## src/rtl/dffe_bank_reader_if.sv

```systemverilog
// rtl/dffe_bank_reader_if.sv - control, bank read port and word stream bundle for dffe_bank_reader
interface dffe_bank_reader_if #(
    parameter int ADDR_W = 6
);
    logic              START;
    logic              ABORT;
    logic              BUSY;
    logic              RD_EN;
    logic [ADDR_W-1:0] RD_ADDR;
    logic [7:0]        RD_DATA;
    logic              W_VALID;
    logic              W_READY;
    logic [31:0]       W_DATA;
    logic [3:0]        W_IDX;
    logic              DONE;

    // Reader side: issues bank reads and sources the word stream
    modport master (
        input  START, ABORT, RD_DATA, W_READY,
        output BUSY, RD_EN, RD_ADDR, W_VALID, W_DATA, W_IDX, DONE
    );

    // Environment side: bank plus compression datapath
    modport slave (
        output START, ABORT, RD_DATA, W_READY,
        input  BUSY, RD_EN, RD_ADDR, W_VALID, W_DATA, W_IDX, DONE
    );
endinterface

```

## src/rtl/dffe_bank_reader.sv

```systemverilog
// rtl/dffe_bank_reader.sv - byte-wise bank walker assembling big-endian 32-bit message words
module dffe_bank_reader #(
    parameter int WORDS  = 16,
    parameter int ADDR_W = 6
) (
    input  logic                  CLK,
    input  logic                  RST_N,
    dffe_bank_reader_if.master    bus
);
    typedef enum logic [2:0] {
        IDLE  = 3'd0,
        FETCH = 3'd1,
        LAST  = 3'd2,
        OUT   = 3'd3,
        FIN   = 3'd4
    } state_t;

    localparam logic [3:0] LAST_WORD = 4'(WORDS - 1);

    state_t      state, state_next;
    logic [3:0]  word_idx, word_next;
    logic [1:0]  byte_idx, byte_next;
    logic [31:0] data_q, data_next;
    // Set for the cycle in which the bank returns a byte we asked for
    logic        cap, cap_next;

    // Next-state, counter and shift-register update
    always_comb begin
        state_next = state;
        word_next  = word_idx;
        byte_next  = byte_idx;
        data_next  = data_q;
        cap_next   = 1'b0;
        if (state != IDLE && bus.ABORT) begin
            // Any byte arriving now, or requested now, is dropped
            state_next = IDLE;
            word_next  = 4'd0;
            byte_next  = 2'd0;
            data_next  = 32'd0;
        end else begin
            if (cap) begin
                data_next = {data_q[23:0], bus.RD_DATA};
            end
            case (state)
                IDLE: begin
                    if (bus.START && !bus.ABORT) begin
                        state_next = FETCH;
                        word_next  = 4'd0;
                        byte_next  = 2'd0;
                    end
                end
                FETCH: begin
                    cap_next  = 1'b1;
                    byte_next = byte_idx + 2'd1;
                    if (byte_idx == 2'd3) begin
                        state_next = LAST;
                    end
                end
                LAST: begin
                    state_next = OUT;
                end
                OUT: begin
                    if (bus.W_READY) begin
                        if (word_idx == LAST_WORD) begin
                            state_next = FIN;
                        end else begin
                            state_next = FETCH;
                            word_next  = word_idx + 4'd1;
                            byte_next  = 2'd0;
                        end
                    end
                end
                FIN: begin
                    // Leave IDLE with every output, including W_DATA, at zero
                    state_next = IDLE;
                    word_next  = 4'd0;
                    byte_next  = 2'd0;
                    data_next  = 32'd0;
                end
                default: begin
                    state_next = IDLE;
                end
            endcase
        end
    end

    // State and datapath registers with synchronous reset
    always_ff @(posedge CLK) begin
        if (!RST_N) begin
            state    <= IDLE;
            word_idx <= 4'd0;
            byte_idx <= 2'd0;
            data_q   <= 32'd0;
            cap      <= 1'b0;
        end else begin
            state    <= state_next;
            word_idx <= word_next;
            byte_idx <= byte_next;
            data_q   <= data_next;
            cap      <= cap_next;
        end
    end

    // Outputs decoded from registered state only
    assign bus.BUSY    = (state != IDLE);
    assign bus.RD_EN   = (state == FETCH);
    assign bus.RD_ADDR = (state == FETCH) ? ADDR_W'({word_idx, byte_idx}) : '0;
    assign bus.W_VALID = (state == OUT);
    assign bus.W_IDX   = (state == OUT) ? word_idx : 4'd0;
    assign bus.W_DATA  = data_q;
    assign bus.DONE    = (state == FIN);
endmodule

```

## src/flat_wrapper.sv

```systemverilog
// flat-port wrapper written by rule: the top's interface ports become plain ports
module dffe_bank_reader_flat 
#(
    parameter int WORDS  = 16,
    parameter int ADDR_W = 6
)
  (CLK, RST_N, bus_START, bus_ABORT, bus_RD_DATA, bus_W_READY, bus_BUSY, bus_RD_EN, bus_RD_ADDR, bus_W_VALID, bus_W_DATA, bus_W_IDX, bus_DONE);
  dffe_bank_reader_if #(.ADDR_W(ADDR_W)) bus_i ();
  input  logic CLK;
  input  logic RST_N;
  input wire logic [$bits(bus_i.START)-1:0] bus_START;
  input wire logic [$bits(bus_i.ABORT)-1:0] bus_ABORT;
  input wire logic [$bits(bus_i.RD_DATA)-1:0] bus_RD_DATA;
  input wire logic [$bits(bus_i.W_READY)-1:0] bus_W_READY;
  output wire logic [$bits(bus_i.BUSY)-1:0] bus_BUSY;
  output wire logic [$bits(bus_i.RD_EN)-1:0] bus_RD_EN;
  output wire logic [$bits(bus_i.RD_ADDR)-1:0] bus_RD_ADDR;
  output wire logic [$bits(bus_i.W_VALID)-1:0] bus_W_VALID;
  output wire logic [$bits(bus_i.W_DATA)-1:0] bus_W_DATA;
  output wire logic [$bits(bus_i.W_IDX)-1:0] bus_W_IDX;
  output wire logic [$bits(bus_i.DONE)-1:0] bus_DONE;
  assign bus_i.START = bus_START;
  assign bus_i.ABORT = bus_ABORT;
  assign bus_i.RD_DATA = bus_RD_DATA;
  assign bus_i.W_READY = bus_W_READY;
  assign bus_BUSY = bus_i.BUSY;
  assign bus_RD_EN = bus_i.RD_EN;
  assign bus_RD_ADDR = bus_i.RD_ADDR;
  assign bus_W_VALID = bus_i.W_VALID;
  assign bus_W_DATA = bus_i.W_DATA;
  assign bus_W_IDX = bus_i.W_IDX;
  assign bus_DONE = bus_i.DONE;
  dffe_bank_reader #(.WORDS(WORDS), .ADDR_W(ADDR_W)) u_core (.CLK(CLK), .RST_N(RST_N), .bus(bus_i));
endmodule
```

## config.mk

```make
export PLATFORM = sky130hd
export DESIGN_NAME = dffe_bank_reader_flat
export DESIGN_NICKNAME = d
export VERILOG_FILES = /design/src/rtl/dffe_bank_reader_if.sv /design/src/rtl/dffe_bank_reader.sv /design/src/flat_wrapper.sv
export SDC_FILE = /design/constraint.sdc
export NUM_CORES = 1
export LEC_CHECK = 0
export CORE_ASPECT_RATIO = 1.25
export CORE_MARGIN = 5
export CORE_UTILIZATION = 48
export DETAILED_ROUTE_END_ITERATION = 8
export PLACE_DENSITY = 0.84
export SLEW_MARGIN = 10
export SYNTH_ARGS = -nofsm -noshare
export SYNTH_HDL_FRONTEND = slang
export SYNTH_SLANG_ARGS = --single-unit
```

## constraint.sdc

```tcl
create_clock -name CLK -period 2.2 [get_ports CLK]
set_input_delay 0.44 -clock CLK [delete_from_list [all_inputs] [get_ports CLK]]
set_output_delay 0.44 -clock CLK [all_outputs]
set_load 0.02 [all_outputs]
```

* Yosys cells after proc, flatten, opt, wreduce, memory -nomap -nowiden *
Cells that the tools add are included.

operators by class
  reduce and logical (&&, ||, !) cells = 12
  multiplexer cells = 16
  $add $sub $neg = 2
  bitwise logic cells = 1
  eq/ne operators = 10

operators by type and width
  kind                 number
  $mux 4               4
  $mux 3               4
  $pmux 3 s4           1
  $pmux 4 s3           1
  $pmux 2 s4           1
  $reduce_and 4->1     2
  $eq 3x2->1 const B   2
  $mux 2               3
  $mux 6               1
  $reduce_bool 3->1    2
  $add 4x1->4 const B  1
  $eq 4x4->1 const B   1
  $ne 2x1->1 const B   2
  $ne 2x2->1 const B   2
  $reduce_bool 4->1    1
  $eq 3x1->1 const B   1
  $eq 3x3->1 const B   1
  $logic_not 3->1      1
  $reduce_and 3->1     1
  $reduce_or 3->1      1
  $add 2x1->2 const B  1
  $eq 2x2->1 const B   1
  $logic_and 1x1->1    2
  $reduce_or 2->1      1
  3 further kinds      3

word-level totals
  output and inout bits = 46
  register bits = 42
  bits of input ports = 13

* Logic depth before layout (Yosys ltp) *
Gate-level depths: netlist of run 1.

  depth in word-level cells = 4
  mapped depth = 6
  mapped depth without buffers = 5

* Worst setup path before layout of run 1 *
OpenSTA, ideal clock, no wires.

  path kind = register to output
  start = register u_core.state[2]
  end = output port bus_RD_ADDR[0]
  stages on the path, launching flop included = 5
  path buffers = 1
  arrival time = 1.330 ns
  slack = 0.430 ns
  data required time = 1.760 ns
  path through = dfxtp_1 buf_6 nand2b_1 nor2_1 and2_1

between the ends
  cells in the longest elaborated chain, start to end = 2

ends and longest elaborated chain
  element                 line                     text
  from (decl)             dffe_bank_reader.sv:20   state_t state, state_next;
  from (signal assigned)  dffe_bank_reader.sv:96   state <= state_next;
  $eq 3x1->1              n/a
  named net bus_RD_EN     flat_wrapper.sv:16       output wire logic [$bits(bus_i.RD_EN)-1:0] bus_RD_EN;
  $mux 6                  dffe_bank_reader.sv:107  assign bus.RD_ADDR = (state == FETCH) ? ADDR_W'({word_idx, byte_idx}) : '0;
  to (decl)               flat_wrapper.sv:17       output wire logic [$bits(bus_i.RD_ADDR)-1:0] bus_RD_ADDR;

The timed path passes the listed nets, and every way through them passes these cells.

* Worst setup path in the final report of run 1 *
  start = register u_core.state[2]
  end = output port bus_BUSY

between the ends
  cells in the longest elaborated chain, start to end = 1

ends and longest elaborated chain
  element            line                     text
  $reduce_bool 3->1  dffe_bank_reader.sv:105  assign bus.BUSY = (state != IDLE);
  to (decl)          flat_wrapper.sv:15       output wire logic [$bits(bus_i.BUSY)-1:0] bus_BUSY;

No other way between the ends.

==> results of run 1 <==
## critical path: stages, from the launching register on
cell and delay [ns]:
dfxtp_1 0.33, buf_4 0.16, or3_1 0.38, clkdlybuf4s50_1 0.55
## kinds of logic after synthesis
group | Yosys count | synth area share
DFF | 42 | 0.481
and+or+nand+nor | 74 | 0.208
adders and majority gates | 2 | 0.0143
muxes | 34 | 0.195
buffers and inverters | 12 | 0.0387
AOI/OAI and AO/OA | 16 | 0.0623
## worst paths after layout
| path | start | endpoint | slack [ns] | cells after the start |
|---|---|---|---|---|
| worst max-delay path | u_core.state[2] | bus_BUSY | 0.05 | 3 |
| worst min-delay path | u_core.byte_idx[0] | u_core.byte_idx[0] | 0.48 | 1 |
| worst min register to register | u_core.byte_idx[0] | u_core.byte_idx[0] | 0.48 | 1 |
| worst max register to register | u_core.state[2] | u_core.word_idx[3] | 0.78 | 5 |
## metrics by stage
step | util | cell area [um2] | hold slack (ns) | setup WS (ns) | instances
4_1_cts | 0.693 | 2430 | 0.491 | 0.0133 | 278
3_3_place_gp | 0.668 | 2350 | 0.466 | 0.222 | 270
2_1_floorplan | - | 1750 | 0.442 | 0.430 | 180
5_1_grt | 0.702 | 2460 | 0.516 | 0.0124 | 280
3_5_place_dp | 0.668 | 2350 | 0.472 | 0.238 | 270
6_report | 0.702 | 2460 | 0.483 | 0.0506 | 280
## final cells by class
cell class,instances,area [um2]
Timing Repair Buffer,65,642
Fill cell,294,1050
Tap cell,39,48.8
Multi-Input combinational cell,126,840
Sequential cell,42,842
Clock buffer,5,68.8
Clock inverter,3,23.8
## Yosys cell counts, types with 2 or more instances
master and count:
nand2b_1 2, dfxtp_1 42, o21ai_0 4, nor2_1 35, and2_1 12, nand3_1 6
a21oi_1 3, a31oi_1 2, mux2i_1 34, nor3_1 3, o31ai_1 3, ha_1 2
nand2_1 8, nor2b_1 2, buf_2 9, or3_1 2
## what timing repair did
action                     4_1_cts  5_1_grt
buffers inserted                 0        2
gates resized for setup          6        6
pin swaps                        0        0
setup endpoints to repair        9        6
## sequential cells by signal, summed over array words and instances (netlist names)
name	flops
u_core.bus.W_DATA	32
u_core.state	3
u_core.word_idx	4
u_core.cap	1
u_core.byte_idx	2
## power groups by stage
stage / sequential [mW] / combinational, mW / clock [mW]
after floorplan: 0.792 / 0.0534 / 0
after global placement: 0.788 / 0.101 / 0
after detailed placement: 0.789 / 0.101 / 0
after CTS: 0.771 / 0.102 / 0.511
after global routing: 0.772 / 0.109 / 0.542
final: 0.770 / 0.101 / 0.495
## cells in the final DEF, fill, tap and decap left out, drive strengths merged, types with 4 or more instances in the layout
master         instances
buf                    7
mux2i                 34
clkdlybuf4s50         47
dfxtp                 42
nand3                  7
dlygate4sd2            5
o21ai                  4
dlymetal6s2s           6
and2                  12
nor2                  35
clkbuf                 5
nand2                  8
## layer usage
| layer | vias up | global-route usage | share of wire |
|---|---|---|---|
| met5 | - | 0 | 0 |
| met4 | 0 | 0.0457 | 0.0093 |
| met3 | 4 | 0.0419 | 0.066 |
| met2 | 45 | 0.261 | 0.50 |
| met1 | 661 | 0.159 | 0.42 |
| li1 | 735 | - | - |
==> metrics.cfg, run 1 <==
[run_status]
status=finished clean

[power_and_ir_drop]
power_leakage_nw=1.00
total_power_mw=1.37
p_comb_frac=0.074
swShare=0.238
ir_drop_mv=0.443
p_seq_frac=0.564
switching_power_mw=0.325
powerDensity_mw_per_mm2=554
pwr-share-clk=0.362
internal-power_mw=1.04

[sta]
min_period_over_period=0.977
skew_ns=0.00587
worst_pin_slew_ns=0.513
fin_crit_ns=2.15
hold_viol=0
tns_ns=0
rsz0062_at_grt=no
setup_viol=0
maxSlewHeadroom=0.658
slew_viol_final=0
clock.fmax_mhz=465

[grt]
grt_max_degree=33
grt_overflow=0
track_usage=0.144
grt_pass1_vias=1347
grt_pass1_wl_mm=5.95
antenna_found_initial=0

[die]
pin_count=59
die_w_um=64.0
floorplan.initialDensity=0.497
fp.dieH_um=77.4
design.die.area_mm2=0.00495
rows=24
coreArea_mm2=0.00351

[routing]
post-route-drc-count=0
wl_mm=3.67
vias=1445
first_pass_iters=4
vias_per_cell=5.16
drt.antenna.violating_nets=0
first_iter_violations=45
wl_per_cell_um=13.1

[final_layout]
diodes=0
syn2layout_area_growth_pct=41.1
drive_gt1_frac=0.0830
nets=255

[synth]
synth_edf_count=0
ys_seq_area_frac=0.481
synth_nets=195
synth.distinct_cells=27
yosysWarnings=0
yosysTopAreaCell=dfxtp_1
netlist_area_mm2=0.00175
ys_top_cells_by_area=dfxtp_1, mux2i_1, nor2_1, and2_1, buf_2
synth_seq_cells=42
syn_inst=180
syn_area_per_cell_um2=9.70
synthArstFlopShare=0
ys.flop_type=dfxtp_1
synth_top_area_frac=0.481

[flow_run]
drv_cap=0

[clocking]
cts_buffers=5
clock_latency_ns=0.29
cts.sinks=42
cts_hold_buf=0
htreeDepth=2
cts_root_buf=clkbuf_8
cts.clk_slew.worst_paths_ns=0.08
tritoncts=built
clockBufferDepth=2

[place]
gp_congestion=0.821
dp_hpwl_mm=2.66
io_buffers=58

[critical_path]
critPathRequiredTime_ns=1.76
path_max_fanout=8
worst_setup_path_end_kind=output port
cp_data_arrival_time_ns=1.71
path_class=reg2out
crit_path_start_kind=flop

[min_path]
holdCritPathClass=reg2reg

No activity file was read; power rests on OpenSTA's default activity.
==> inputs of run 2 (changes only) <==
--- a/config.mk
+++ b/config.mk
@@ -10,6 +10,7 @@
 export CORE_UTILIZATION = 48
 export DETAILED_ROUTE_END_ITERATION = 8
 export PLACE_DENSITY = 0.84
+export SETUP_SLACK_MARGIN = 0.02
 export SLEW_MARGIN = 10
 export SYNTH_ARGS = -nofsm -noshare
 export SYNTH_HDL_FRONTEND = slang
==> run 2 against run 1 <==
Effect of this change:
- critical path depth stayed put
- via count is 0.69% higher
- worst hold slack better by 0.0017 ns
- wire length is 0.49% higher
- critical path type unchanged
- setup slack better by 0.033 ns
- final area is 0.46% higher
- sequential power hardly changed
- critical endpoint is now bus_W_IDX[0]
- count of clock-buffer cells in the layout stayed put
- largest power group unchanged
- final cell count is 0.71% higher
- non-clock buffer count is 2 higher
- highest routed layer unchanged
- sequential share of layout area is 0.16 points lower
- register-to-register slack hardly changed
==> metrics.cfg, run 2 (same netlist as run 1, synthesis figures left out) <==
[sta]
fin_crit_ns=2.12  ; was 2.15 ns
clock.fmax_mhz=473  ; was 465 MHz
skew_ns=0.00584  ; was 0.00587 ns
slew_viol_final=0  ; unchanged
rsz0062_at_grt=yes  ; was no
layout_setup_ws_ns=0.0837  ; was 0.0506 ns
min_period_over_period=0.962  ; was 0.977
worst_pin_slew_ns=0.516  ; was 0.513 ns
hold_slack_ns=0.484  ; was 0.483 ns
tns_ns=0  ; unchanged
maxSlewHeadroom=0.656  ; was 0.658
setup_viol=0  ; unchanged
hold_viol=0  ; unchanged

[final_layout]
drive_gt1_frac=0.0905  ; was 0.0830
nFillCells=289  ; was 294
largest_reg_flops=32  ; unchanged
final_cell_mix=clkdlybuf4s50_1, dfxtp_1, nor2_1, mux2i_1, and2_1  ; unchanged
diodes=0  ; unchanged
regArea_um2=842  ; unchanged
nets=257  ; was 255
multi_input_area_um2=840  ; unchanged
final_area_mm2=0.00248  ; was 0.00246 mm2
syn2layout_area_growth_pct=41.8  ; was 41.1%
final_common_cell=clkdlybuf4s50_1  ; unchanged
final_core_util=0.705  ; was 0.702

[run_status]
status=finished clean  ; unchanged

[routing]
post-route-drc-count=0  ; unchanged
drt.antenna.violating_nets=0  ; unchanged
wl_mm=3.69  ; was 3.67 mm
wl_per_cell_um=13.1  ; about the same
first_iter_violations=48  ; was 45
vias_per_cell=5.16  ; about the same
first_pass_iters=4  ; unchanged
vias=1455  ; was 1445

[grt]
antenna_found_initial=0  ; unchanged
track_usage=0.144  ; unchanged
grt_pass1_vias=1347  ; unchanged
grt_max_degree=33  ; unchanged
grt_pass1_wl_mm=5.95  ; unchanged
grt_overflow=0  ; unchanged

[place]
gp_congestion=0.821  ; unchanged
dp_hpwl_mm=2.66  ; unchanged
io_buffers=58  ; unchanged
pre_cts_slack_ns=0.238  ; unchanged
placed_cell_area_mm2=0.00235  ; unchanged

[critical_path]
critPathRequiredTime_ns=1.76  ; about the same
cp_data_arrival_time_ns=1.68  ; was 1.71 ns
path_max_fanout=8  ; unchanged
path_class=reg2out  ; unchanged
worst_setup_path_end_kind=output port  ; unchanged
crit_path_start_kind=flop  ; unchanged
reg2reg_depth=5  ; unchanged

[power_and_ir_drop]
switching_power_mw=0.323  ; was 0.325 mW
ir_drop_mv=0.442  ; was 0.443 mV
pwr-share-clk=0.362  ; about the same
swShare=0.237  ; was 0.238
power_leakage_nw=0.996  ; was 1.00 nW
internal-power_mw=1.04  ; about the same
powerDensity_mw_per_mm2=551  ; was 554 mW/mm2
p_comb_frac=0.074  ; about the same
p_seq_frac=0.565  ; was 0.564

[clocking]
clockBufferDepth=2  ; unchanged
cts.sinks=42  ; unchanged
clock_latency_ns=0.29  ; about the same
cts_hold_buf=0  ; unchanged
cts_root_buf=clkbuf_8  ; unchanged
htreeDepth=2  ; unchanged
cts.clk_slew.worst_paths_ns=0.08  ; about the same
cts_buffers=5  ; unchanged
tritoncts=built  ; unchanged

[die]
pin_count=59  ; unchanged
coreArea_mm2=0.00351  ; unchanged
design.die.area_mm2=0.00495  ; unchanged
floorplan.initialDensity=0.497  ; unchanged
fp.dieH_um=77.4  ; unchanged
rows=24  ; unchanged
die_w_um=64.0  ; unchanged

[min_path]
whs_path_depth=1  ; unchanged
holdCritPathClass=reg2reg  ; unchanged

[flow_run]
drv_cap=0  ; unchanged

[run 2: cell types whose count changed in the layout (fill, tap and decap cells not counted)]
cell | previous run | this run
buf_4 | 7 | 9
dlymetal6s2s_1 | 6 | 5
dlygate4sd2_1 | 5 | 6
[run 2: timing repair]
item | CTS | global route
pin swaps | 0 | 0
endpoints found under the setup margin | 10 | 6
gates cloned | 0 | 0
setup buffers | 0 | 4
resized for setup | 7 | 5
[run 2: critical path, stage by stage, from the launching register on]
cell             delay [ns]
dfxtp_1                0.33
and3b_2                0.32
and2_1                 0.15
clkdlybuf4s50_1        0.60
[run 2: stage by stage]
step	power (mW)	std cells
after floorplan	0.846	180
after detailed placement	0.890	270
after global routing	1.42	282
after global placement	0.889	270
after CTS	1.38	278
final	1.36	282
[run 2: path summary, 6_finish.rpt]
| path | start | to | slack, ns |
|---|---|---|---|
| worst max-delay path | u_core.state[2] | bus_W_IDX[0] | 0.08 |
| worst min-delay path | u_core.byte_idx[0] | u_core.byte_idx[0] | 0.48 |
| worst max register to register | u_core.word_idx[0] | u_core.word_idx[2] | 0.79 |
| worst min register to register | u_core.byte_idx[0] | u_core.byte_idx[0] | 0.48 |
[run 2: layout make-up]
class | instances | share of cell area
clock buffer | 5 | 0.0278
clock inverter | 3 | 0.00960
multi-input combinational | 126 | 0.339
sequential | 42 | 0.340
tap | 39 | 0.0197
timing repair buffer | 67 | 0.264
[run 2: metal layers]
| metal | wire, um | track usage | vias up |
|---|---|---|---|
| met5 | 0 | 0 | - |
| met2 | 1840 | 0.261 | 51 |
| met1 | 1550 | 0.159 | 660 |
| met4 | 34 | 0.0457 | 0 |
| met3 | 260 | 0.0419 | 4 |
| li1 | - | - | 740 |
[run 2: power by group through the flow]
stage	logic, mW	registers (mW)	clock network [mW]
3_3_place_gp	0.101	0.788	0
6_report	0.100	0.770	0.493
4_1_cts	0.102	0.771	0.511
3_5_place_dp	0.101	0.789	0
2_1_floorplan	0.0534	0.792	0
5_1_grt	0.109	0.772	0.542
